## src/rtl/gprs_wr_sched.sv

```systemverilog
// Write-port scheduler for the single-write-port register file: arbitrates WB,
// late (long-latency) and debug writes and tracks pending late results for DEC hazards.
module gprs_wr_sched #(
  parameter int unsigned DATA_WIDTH = 32,
  parameter int unsigned RD_WIDTH   = 5,
  parameter int unsigned MAX_WAIT   = 4
) (
  input  logic                  cpu_clk,
  input  logic                  cpu_rst,
  input  logic                  wb_valid,
  input  logic [RD_WIDTH-1:0]   wb_rd,
  input  logic [DATA_WIDTH-1:0] wb_data,
  output logic                  wb_hold,
  input  logic                  late_valid,
  input  logic [RD_WIDTH-1:0]   late_rd,
  input  logic [DATA_WIDTH-1:0] late_data,
  output logic                  late_ready,
  input  logic                  dbg_valid,
  input  logic [RD_WIDTH-1:0]   dbg_rd,
  input  logic [DATA_WIDTH-1:0] dbg_data,
  output logic                  dbg_ready,
  input  logic                  issue_valid,
  input  logic [RD_WIDTH-1:0]   issue_rd,
  input  logic [RD_WIDTH-1:0]   rs1_dec,
  input  logic [RD_WIDTH-1:0]   rs2_dec,
  input  logic [RD_WIDTH-1:0]   rd_dec,
  output logic                  hazard,
  output logic                  sb_empty,
  output logic                  wr_valid,
  output logic [RD_WIDTH-1:0]   rd_wb,
  output logic [DATA_WIDTH-1:0] wr_data,
  output logic                  proto_err
);

  localparam int unsigned NREG = 1 << RD_WIDTH;
  localparam int unsigned CW   = $clog2(MAX_WAIT + 1);

  logic            rr_q, rr_d;
  logic [CW-1:0]   wait_cnt_q, wait_cnt_d;
  logic            wb_hold_q, wb_hold_d;
  logic [NREG-1:0] busy_q, busy_d;
  logic            proto_err_q, proto_err_d;

  logic dbg_xfer, late_xfer;
  logic req_any, blocked;

  // Arbitration and register-file write mux; WB always wins, rr breaks dbg/late ties
  always_comb begin
    dbg_ready  = !wb_valid && (!late_valid || !rr_q);
    late_ready = !wb_valid && (!dbg_valid || rr_q);
    dbg_xfer   = dbg_valid && dbg_ready;
    late_xfer  = late_valid && late_ready;
    wr_valid   = 1'b0;
    rd_wb      = '0;
    wr_data    = '0;
    if (wb_valid) begin
      wr_valid = (wb_rd != '0);
      rd_wb    = wb_rd;
      wr_data  = wb_data;
    end else if (dbg_xfer) begin
      wr_valid = (dbg_rd != '0);
      rd_wb    = dbg_rd;
      wr_data  = dbg_data;
    end else if (late_xfer) begin
      wr_valid = (late_rd != '0);
      rd_wb    = late_rd;
      wr_data  = late_data;
    end
  end

  // Round-robin pointer flips to the other side after each dbg/late transfer
  always_comb begin
    rr_d = rr_q;
    if (dbg_xfer)       rr_d = 1'b1;
    else if (late_xfer) rr_d = 1'b0;
  end

  // Starvation guard: after MAX_WAIT blocked cycles, force one WB bubble
  always_comb begin
    req_any    = dbg_valid || late_valid;
    blocked    = req_any && wb_valid;
    wait_cnt_d = wait_cnt_q;
    if (dbg_xfer || late_xfer || !req_any || wb_hold_q) begin
      wait_cnt_d = '0;
    end else if (blocked && (wait_cnt_q != CW'(MAX_WAIT))) begin
      wait_cnt_d = wait_cnt_q + CW'(1);
    end
    wb_hold_d = blocked && !wb_hold_q && (wait_cnt_q == CW'(MAX_WAIT - 1));
  end

  // Pending late-write scoreboard; a same-cycle set beats the clear
  always_comb begin
    busy_d = busy_q;
    if (late_xfer) busy_d[late_rd] = 1'b0;
    if (issue_valid && (issue_rd != '0)) busy_d[issue_rd] = 1'b1;
    busy_d[0] = 1'b0;
  end

  // Reissue to a register whose late result retires this same cycle is legal
  always_comb begin
    proto_err_d = proto_err_q;
    if (wb_valid && wb_hold_q) proto_err_d = 1'b1;
    if (issue_valid && (issue_rd != '0) && busy_q[issue_rd] &&
        !(late_xfer && (late_rd == issue_rd))) proto_err_d = 1'b1;
    if (late_xfer && !busy_q[late_rd]) proto_err_d = 1'b1;
  end

  always_ff @(posedge cpu_clk or posedge cpu_rst) begin
    if (cpu_rst) begin
      rr_q        <= 1'b0;
      wait_cnt_q  <= '0;
      wb_hold_q   <= 1'b0;
      busy_q      <= '0;
      proto_err_q <= 1'b0;
    end else begin
      rr_q        <= rr_d;
      wait_cnt_q  <= wait_cnt_d;
      wb_hold_q   <= wb_hold_d;
      busy_q      <= busy_d;
      proto_err_q <= proto_err_d;
    end
  end

  assign wb_hold   = wb_hold_q;
  assign proto_err = proto_err_q;
  assign hazard    = busy_q[rs1_dec] | busy_q[rs2_dec] | busy_q[rd_dec];
  assign sb_empty  = (busy_q == '0);

endmodule

```

## config.mk

```make
export PLATFORM = sky130hd
export DESIGN_NAME = gprs_wr_sched
export DESIGN_NICKNAME = d
export VERILOG_FILES = /design/src/rtl/gprs_wr_sched.sv
export SDC_FILE = /design/constraint.sdc
export NUM_CORES = 1
export LEC_CHECK = 0
export BUFFER_PORTS_ARGS = -buffer_cell sky130_fd_sc_hd__buf_2
export CAP_MARGIN = 25
export CORE_MARGIN = 5
export CORE_UTILIZATION = 32
export CTS_BUF_LIST = sky130_fd_sc_hd__clkbuf_2 sky130_fd_sc_hd__clkbuf_4 sky130_fd_sc_hd__clkbuf_8
export CTS_CLUSTER_SIZE = 20
export DETAILED_ROUTE_END_ITERATION = 12
export PLACE_DENSITY = 0.72
export SLEW_MARGIN = 25
export SYNTH_ARGS = -nofsm -noshare
export SYNTH_HDL_FRONTEND = slang
export SYNTH_SLANG_ARGS = --single-unit
```

## constraint.sdc

```tcl
create_clock -name cpu_clk -period 1.65 [get_ports cpu_clk]
set_input_delay 0.0825 -clock cpu_clk [delete_from_list [all_inputs] [get_ports cpu_clk]]
set_output_delay 0.0825 -clock cpu_clk [all_outputs]
set_load 0.01 [all_outputs]
```

# After elaboration in Yosys (flattened, before gate mapping)
# Index checks and enable logic that the tools add are counted.
[totals]
register_bits = 37
inputBits = 137
out_inout_bits = 44
wordCells = 91
[op_classes]
add_sub_neg = 1
magnitude_cmp = 7
n_eq_ne = 3
muxes = 32
bitwise_logic = 5
n_reduce_logical = 38
[op_table]
columns = ["operator", "count"]
rows = [
  ["32-bit two-way mux", 5],
  ["32-bit AND", 1],
  ["32-bit logical NOT", 1],
  ["32-bit NOT", 1],
  ["32-bit bitwise OR", 1],
  ["5-bit by 6-bit less-than comparator with 1-bit output (second input constant)", 5],
  ["1-bit binary-select mux with 5-bit select", 5],
  ["5-bit nonzero test", 4],
  ["1-bit logical AND", 16],
  ["1-bit two-way mux", 15],
  ["5-bit two-way mux", 3],
  ["1-bit demux with 5-bit select", 2],
  ["5-bit by 1-bit >= comparator with 1-bit output (second input constant)", 2],
  ["1-bit logical NOT", 8],
  ["1-bit logical OR", 6],
  ["3-bit two-way mux", 2],
  ["5-bit == test", 1],
  ["2-bit nonzero test", 2],
  ["3-bit by 1-bit adder with 3-bit output (second input constant)", 1],
  ["3-bit by 2-bit == test with 1-bit output (second input constant)", 1],
  ["3-bit inequality test (second input constant)", 1],
  ["3-bit nonzero test", 1],
  ["1-bit bitwise OR", 2],
]

# Longest topological paths before layout
# Gate-level depths: netlist of the first run.
[logic_depth]
word_depth = 9
depth_mapped = 7
depth_no_buf = 5

# Least setup slack after synthesis of the first run
# Ideal clock, no wire load.
[synth_timing]
path_kind = "register -> register"
startpoint = "register busy_q[7]"
endpoint = "register proto_err_q (netlist: proto_err)"
setup_ns = 0.087
arrival_time_ns = 1.700
t_required_ns = 1.563
slack_ns = -0.136
stages_incl_launch_ff = 6
path_buffers = 0
period_less_slack_ns = 1.786
cell_sequence = "dfrtp_1 > mux4_1 > mux2i_1 > o32ai_1 > or4_1 > o211ai_1"
[synth_via]
elab_chain_cells = 6
elab_cells_between_ends = 11
classes_between = "mux (6); reduce/logical (5)"
[synth_rtl]
columns = ["element", "line", "rtl"]
rows = [
  ["start, declared", "41", "logic [NREG-1:0] busy_q, busy_d;"],
  ["start signal, assigned", "119", "busy_q <= busy_d;"],
  ["1-bit binary-select mux with 5-bit select", "103", "if (issue_valid && (issue_rd != '0) && busy_q[issue_rd] &&"],
  ["1-bit two-way mux (implied by the code)", "103", ""],
  ["1-bit logical AND (2 in a row)", "103", ""],
  ["1-bit two-way mux", "103", ""],
  ["1-bit two-way mux", "105", "if (late_xfer && !busy_q[late_rd]) proto_err_d = 1'b1;"],
  ["end signal, assigned", "120", "proto_err_q <= proto_err_d;"],
  ["end, declared", "42", "logic proto_err_q, proto_err_d;"],
]
# Parallel ways exist; a longest one is shown, timed or not. The select of a mux whose other input is x is not followed.
# A chain may end at the register's enable or synchronous reset.

# Worst setup path in the final report of the first run
[layout_timing]
startpoint = "register busy_q[26]"
endpoint = "output port hazard"
[layout_via]
elab_chain_cells = 4
elab_cells_between_ends = 8
classes_between = "mux (6); bitwise (2)"
[layout_rtl]
columns = ["element", "line", "rtl"]
rows = [
  ["1-bit binary-select mux with 5-bit select", "126", "assign hazard = busy_q[rs1_dec] | busy_q[rs2_dec] | busy_q[rd_dec];"],
  ["1-bit two-way mux (implied by the code)", "126", ""],
  ["1-bit bitwise OR", "126", ""],
  ["1-bit bitwise OR (*)", "126", ""],
  ["end, declared", "27", "output logic hazard,"],
]
# Mark *: on every way between the ends. The rest lies on a longest branch, timed or not. The select of a mux whose other input is x is not followed.

==> reports/results.ini, run 1 <==
[synthesis]
synthFlopType = dfrtp_1
synth.top_cell.area_share_pct = 25.01
ys_ff_latch = 37
avgSynthCellArea_sq_um = 9.256
yosysTopAreaCell = dfrtp_1
netlist_instances = 400
synth_area_leaders = dfrtp_1 (25%), mux4_2 (17%), a222oi_1 (10%)
synth_warnings = 0
synthesis.nets = 540
ys_seq_area_share_pct = 25.01
synth_cell_types = 44
post_synth_instance_area_sq_um = 3702
ys_async_sr_fraction_pct = 100.0
synth-edff-count = 0

[floorplanning]
die_h_um = 117.6
die_w_um = 117.6
start_util_pct = 32.56
fp.coreArea_sq_um = 11370
io_pins = 181
rows = 39
die_area_sq_um = 13820

[setup_path]
critPathKind = reg -> out
end_kind = output port
worstPathMaxFanout = 6
start_kind = flop
reg2reg_slack_ps = -340
r2r-end = proto_err
r2r_cells = 6
crit_start = busy_q[26]
worstReg2RegStart = busy_q[14]
required_ps = 1570
crit_arrival_ps = 1980

[power_and_ir_drop]
total_power_mw = 4.695
ir_drop_uv = 442.5
leakage_nw = 2.669
power.density_nw_per_um2 = 821.2

[clocking]
cts-buffers-inserted = 5
clockBufferDepth = 2
clock_latency_ps = 300
clockRootBuffer = clkbuf_8
cts_tree = yes
cts_sinks = 37
cts.clk_slew.worst_paths_ps = 80
h-tree-depth = 2

[sta]
fin_ws_ps = -410.4
fmax_mhz = 485.3
setup_viol = 48
skew_ps = 8.691
fin_crit_ps = 2060
setup_tns_ps = -3634
slew_viol_final = 0
rsz0062_at_grt = true
fin_crit_sh_pct = 124.9
relSlewSlack_pct = 65.67
hold_viol = 0
worstMarginPinSlew_ps = 508.5

[placement]
dp_hpwl_um = 12780
numPortBuffers = 180
gp_congestion = 1.007

[routing]
routed_wl_um = 17020
drtPass1Iterations = 8
drc = 0
ant_nets = 0
via_per_inst = 6.032
vias = 4705
dr.first_iter.drc_count = 623
wl_per_cell_um = 21.82

[global_route]
grt_pass1_wl_um = 26170
antenna_found_initial = 0
track_usage_pct = 22.87
grt_pass1_vias = 4674
grt_max_degree = 38
grt_overflow = 0

[worst_hold_path]
min_to = busy_q[17]
whs_path_depth = 3
hp-start = issue_rd[3]
hold_class = in -> reg

[final_layout]
drive_gt1_share_pct = 53.69
fin_util_pct = 50.29
fillCellCount = 1024
area_growth_pct = 54.44
antenna_cells = 0
num-nets-final = 776

[flow_run]
drv_cap = 0

[outcome]
violations = setup timing
status = finished, violations left

placed cells by master (no fill, tap or decap), drive strengths merged, types with 4 or more instances in the layout:
master	netlist	layout
a21oi	9	9
a222oi	37	37
buf	8	261
clkbuf	26	7
dfrtp	37	37
inv	49	49
mux2	5	5
mux2i	22	22
mux4	31	31
nand2	10	10
nand2b	7	7
nand3	11	11
nand3b	8	8
nand4	5	5
nor2	9	9
nor4	7	7
o211ai	4	4
o21ai	67	67
synthesized netlist by cell type (4+ instances only):
library cell	n
inv_1	49
clkbuf_1	26
dfrtp_1	37
o21ai_0	67
nor4_1	7
a222oi_1	37
mux4_2	28
o211ai_1	4
nand2b_1	7
mux2_2	5
nand2_1	10
nor2_1	9
nand3b_1	8
buf_2	6
mux2i_1	22
nand3_1	11
a21oi_1	9
nand4_1	5
layer usage:
layer | wire length [um] | share of wire, % | up-vias | GRT usage (%)
met5 | 0 | 0 | - | 0
met4 | 249 | 1.5 | 0 | 4.731
met3 | 1659 | 9.7 | 32 | 4.469
met2 | 8298 | 49 | 323 | 37.84
met1 | 6812 | 40 | 2285 | 31.19
li1 | - | - | 2065 | -
how the worst max path moves through the flow:
stage	end	cells after the start
after floorplan	proto_err	5
after global placement	proto_err	5
after detailed placement	proto_err	5
after CTS	hazard	6
after global routing	hazard	7
final	hazard	7
registers in the layout, summed over array words and instances (netlist names):
register and flops:
busy_q 31, proto_err 1, rr_q 1, wait_cnt_q 3, wb_hold 1
worst max-delay path: stages, from the launching register on:
cell and delay, ps:
dfrtp_2 460, buf_6 140, mux4_2 440, mux2i_1 150
mux2i_1 90, mux2i_1 150, nand4_1 100, buf_2 150
report_power, final:
part | leakage (nW) | internal (mW) | switching, mW | total, mW
registers | 0.432 | 1.12 | 0.315 | 1.43
logic | 2.18 | 1.34 | 1.08 | 2.42
clock network | 0.0574 | 0.492 | 0.355 | 0.847
total | 2.67 | 2.95 | 1.75 | 4.70
area by class of cell:
| type | instances | area (sq um) | share of cell area, % |
|---|---|---|---|
| Multi-Input combinational cell | 280 | 2571 | 44.97 |
| Timing Repair Buffer | 263 | 1729 | 30.24 |
| Sequential cell | 37 | 934.6 | 16.35 |
| Inverter | 49 | 183.9 | 3.217 |
| Tap cell | 143 | 178.9 | 3.129 |
| Clock buffer | 6 | 82.58 | 1.444 |
| Clock inverter | 2 | 37.54 | 0.6565 |
metrics by stage:
stage          std cells  setup slack, ps  hold slack [ps]  area, sq um
3_3_place_gp         743           -114.5            214.6         5071
4_1_cts              774           -365.6            197.6         5565
3_5_place_dp         743           -193.1            229.4         5071
5_1_grt              780           -471.6            208.3         5718
6_report             780           -410.4            198.0         5718
2_1_floorplan        400           -19.38            246.5         3694
what timing repair did:
action | in CTS | in global routing
cloned | 4 | 2
endpoints found under the setup margin | 41 | 68
setup buffers | 19 | 8
hold endpoints to repair | 37 | 0
hold buffers | 1 | 0
pin swaps | 10 | 22
gates resized for setup | 39 | 63
kinds of logic (layout without fill, tap and decap cells):
logic type      count (synthesis)  after routing  synth area share [%]
compound gates                134            134                 24.74
buf+inv                        83            320                 8.820
simple gates                   79             79                 12.37
mux                            58             58                 26.63
flops                          37             37                 25.01
xor+xnor                        6              6                 1.420
fa+ha+maj                       3              3                 1.014
Power figures use the tool's default switching activity.
==> run 2, diff against run 1 <==
--- a/config.mk
+++ b/config.mk
@@ -13,6 +13,7 @@
 export CTS_CLUSTER_SIZE = 20
 export DETAILED_ROUTE_END_ITERATION = 12
 export PLACE_DENSITY = 0.72
+export REMOVE_ABC_BUFFERS = 1
 export SLEW_MARGIN = 25
 export SYNTH_ARGS = -nofsm -noshare
 export SYNTH_HDL_FRONTEND = slang
==> reports/results.ini, run 2 (same netlist as run 1, synthesis figures left out) <==
[floorplanning]
start_util_pct = 32.56  ; unchanged
io_pins = 181  ; unchanged
die_w_um = 117.6  ; unchanged
die_area_sq_um = 13820  ; unchanged
fp.coreArea_sq_um = 11370  ; unchanged
die_h_um = 117.6  ; unchanged
rows = 39  ; unchanged

[power_and_ir_drop]
leakage_nw = 2.672  ; about the same
total_power_mw = 4.653  ; -0.90%
combPwrFrac_pct = 53.0  ; +1.5 points
switching_share_pct = 36.05  ; -1.1 points
clkPwrFrac_pct = 18.0  ; about the same
p_switching_mw = 1.678  ; -3.9%
power.density_nw_per_um2 = 816.4  ; -0.58%
ir_drop_uv = 411.1  ; -7.1%
seq_power_share_pct = 29.0  ; -1.5 points
power.internal_mw = 2.975  ; +0.87%

[sta]
skew_ps = 8.154  ; -0.5373 ps
timing.hold.ws_ps = 217.7  ; +19.70 ps
hold_viol = 0  ; unchanged
fmax_mhz = 481.1  ; -0.87%
setup_viol = 44  ; -8.3%
slew_viol_final = 0  ; unchanged
fin_ws_ps = -428.5  ; -18.11 ps
worstMarginPinSlew_ps = 513.2  ; +4.664 ps
fin_crit_sh_pct = 126.0  ; +1.1 points
relSlewSlack_pct = 65.35  ; -0.31 points
rsz0062_at_grt = true
fin_crit_ps = 2078  ; +18.11 ps

[final_layout]
final_common_cell = buf_2
antenna_cells = 0  ; unchanged
area_growth_pct = 53.94
largest_register_ffs = 31  ; unchanged
top_register = busy_q
num-nets-final = 768  ; -1.0%
final_cell_mix = buf_2 (170), inv_1 (48), buf_4 (48)
drive_gt1_share_pct = 50.24  ; -3.5 points
final_cells = 772  ; -1.0%
top_regs = busy_q x31, wait_cnt_q x3

[clocking]
clock_latency_ps = 300  ; about the same
clockRootBuffer = clkbuf_8
cts-buffers-inserted = 5  ; unchanged
cts_sinks = 37  ; unchanged
h-tree-depth = 2  ; unchanged
cts.clk_slew.worst_paths_ps = 80  ; about the same
cts_tree = yes
clockBufferDepth = 2  ; unchanged

[setup_path]
crit_start = busy_q[27]
worstPathMaxFanout = 3  ; -3
crit_arrival_ps = 2000  ; +20 ps
worstReg2RegStart = busy_q[27]
required_ps = 1570  ; about the same
reg2reg_slack_ps = -320  ; +20 ps
end_kind = output port
critPathKind = reg -> out
start_kind = flop

[routing]
vias = 4684  ; -0.45%
wl_per_cell_um = 21.11  ; -3.3%
drtPass1Iterations = 9  ; +1
routed_wl_um = 16300  ; -4.3%
dr.first_iter.drc_count = 472  ; -24%
ant_nets = 0  ; unchanged
drc = 0  ; unchanged
via_per_inst = 6.067  ; +0.59%

[outcome]
violations = setup timing
status = finished, violations left

[global_route]
track_usage_pct = 22.38  ; -0.49 points
antenna_found_initial = 0  ; unchanged
grt_max_degree = 42  ; +11%
grt_pass1_vias = 4860  ; +4.0%
grt_pass1_wl_um = 25320  ; -3.2%
grt_overflow = 0  ; unchanged

[placement]
numPortBuffers = 180  ; unchanged
dp_hpwl_um = 12290  ; -3.8%
gp_congestion = 0.9639  ; -4.2%
numPlacedInstances = 741  ; -0.27%

[flow_run]
drv_cap = 0  ; unchanged

[worst_hold_path]
hold_class = in -> reg
hp-start = issue_valid

run 2: worst max-delay path: stages (launching register included):
cell and delay (ps):
dfrtp_1 400, buf_4 150, mux4_2 440, mux2_4 270, a31oi_1 170, nand4_1 120
buf_2 150
run 2: layout make-up:
class	count	area (sq um)
Clock buffer	6	82.58
Clock inverter	2	37.54
Fill cell	1037	5670
Inverter	49	183.9
Multi-Input combinational cell	280	2529
Sequential cell	37	928.4
Tap cell	143	178.9
Timing Repair Buffer	255	1759
run 2: stage by stage:
| step | utilization (%) | setup slack (ps) | cell area, sq um | TNS, ps |
|---|---|---|---|---|
| finish | 50.13 | -428.5 | 5699 | -5945 |
| global route | 50.13 | -486.9 | 5699 | -10110 |
| CTS | 49.86 | -422.5 | 5669 | -6462 |
| detailed placement | 44.46 | -281.8 | 5055 | -449.5 |
| global placement | 44.46 | -244.8 | 5055 | -366.3 |
| floorplan | - | -2092 | 3560 | -131930 |
run 2: timing repair:
action,4_1_cts,5_1_grt
setup endpoints to repair,41,63
endpoints found under the hold margin,37,0
resized for setup,53,54
hold buffers,1,0
setup buffers,14,3
cloned,8,1
pin swaps,10,23
run 2: path summary, 6_finish.rpt:
kind,to,cells past startpoint
setup / recovery,hazard,6
min in group asynchronous,wait_cnt_q[1],4
max in group asynchronous,busy_q[16],4
setup reg to reg,proto_err,6
hold reg to reg,wait_cnt_q[1],2
hold / removal,proto_err,3
run 2: per-layer routing:
metal / up-vias / share of wire [%] / track usage [%]
li1: 2065 / - / -
met1: 2239 / 36 / 25.54
met2: 325 / 51 / 39.57
met3: 55 / 8.1 / 2.931
met4: 0 / 5.4 / 13.48
met5: - / 0 / 0
run 2: power by group through the flow:
stage	sequential (mW)	combinational (mW)	clock, mW
2_1_floorplan	1.34	1.01	0
4_1_cts	1.33	2.39	0.850
3_5_place_dp	1.36	2.08	0
6_report	1.35	2.46	0.840
5_1_grt	1.37	2.64	0.884
3_3_place_gp	1.33	2.03	0
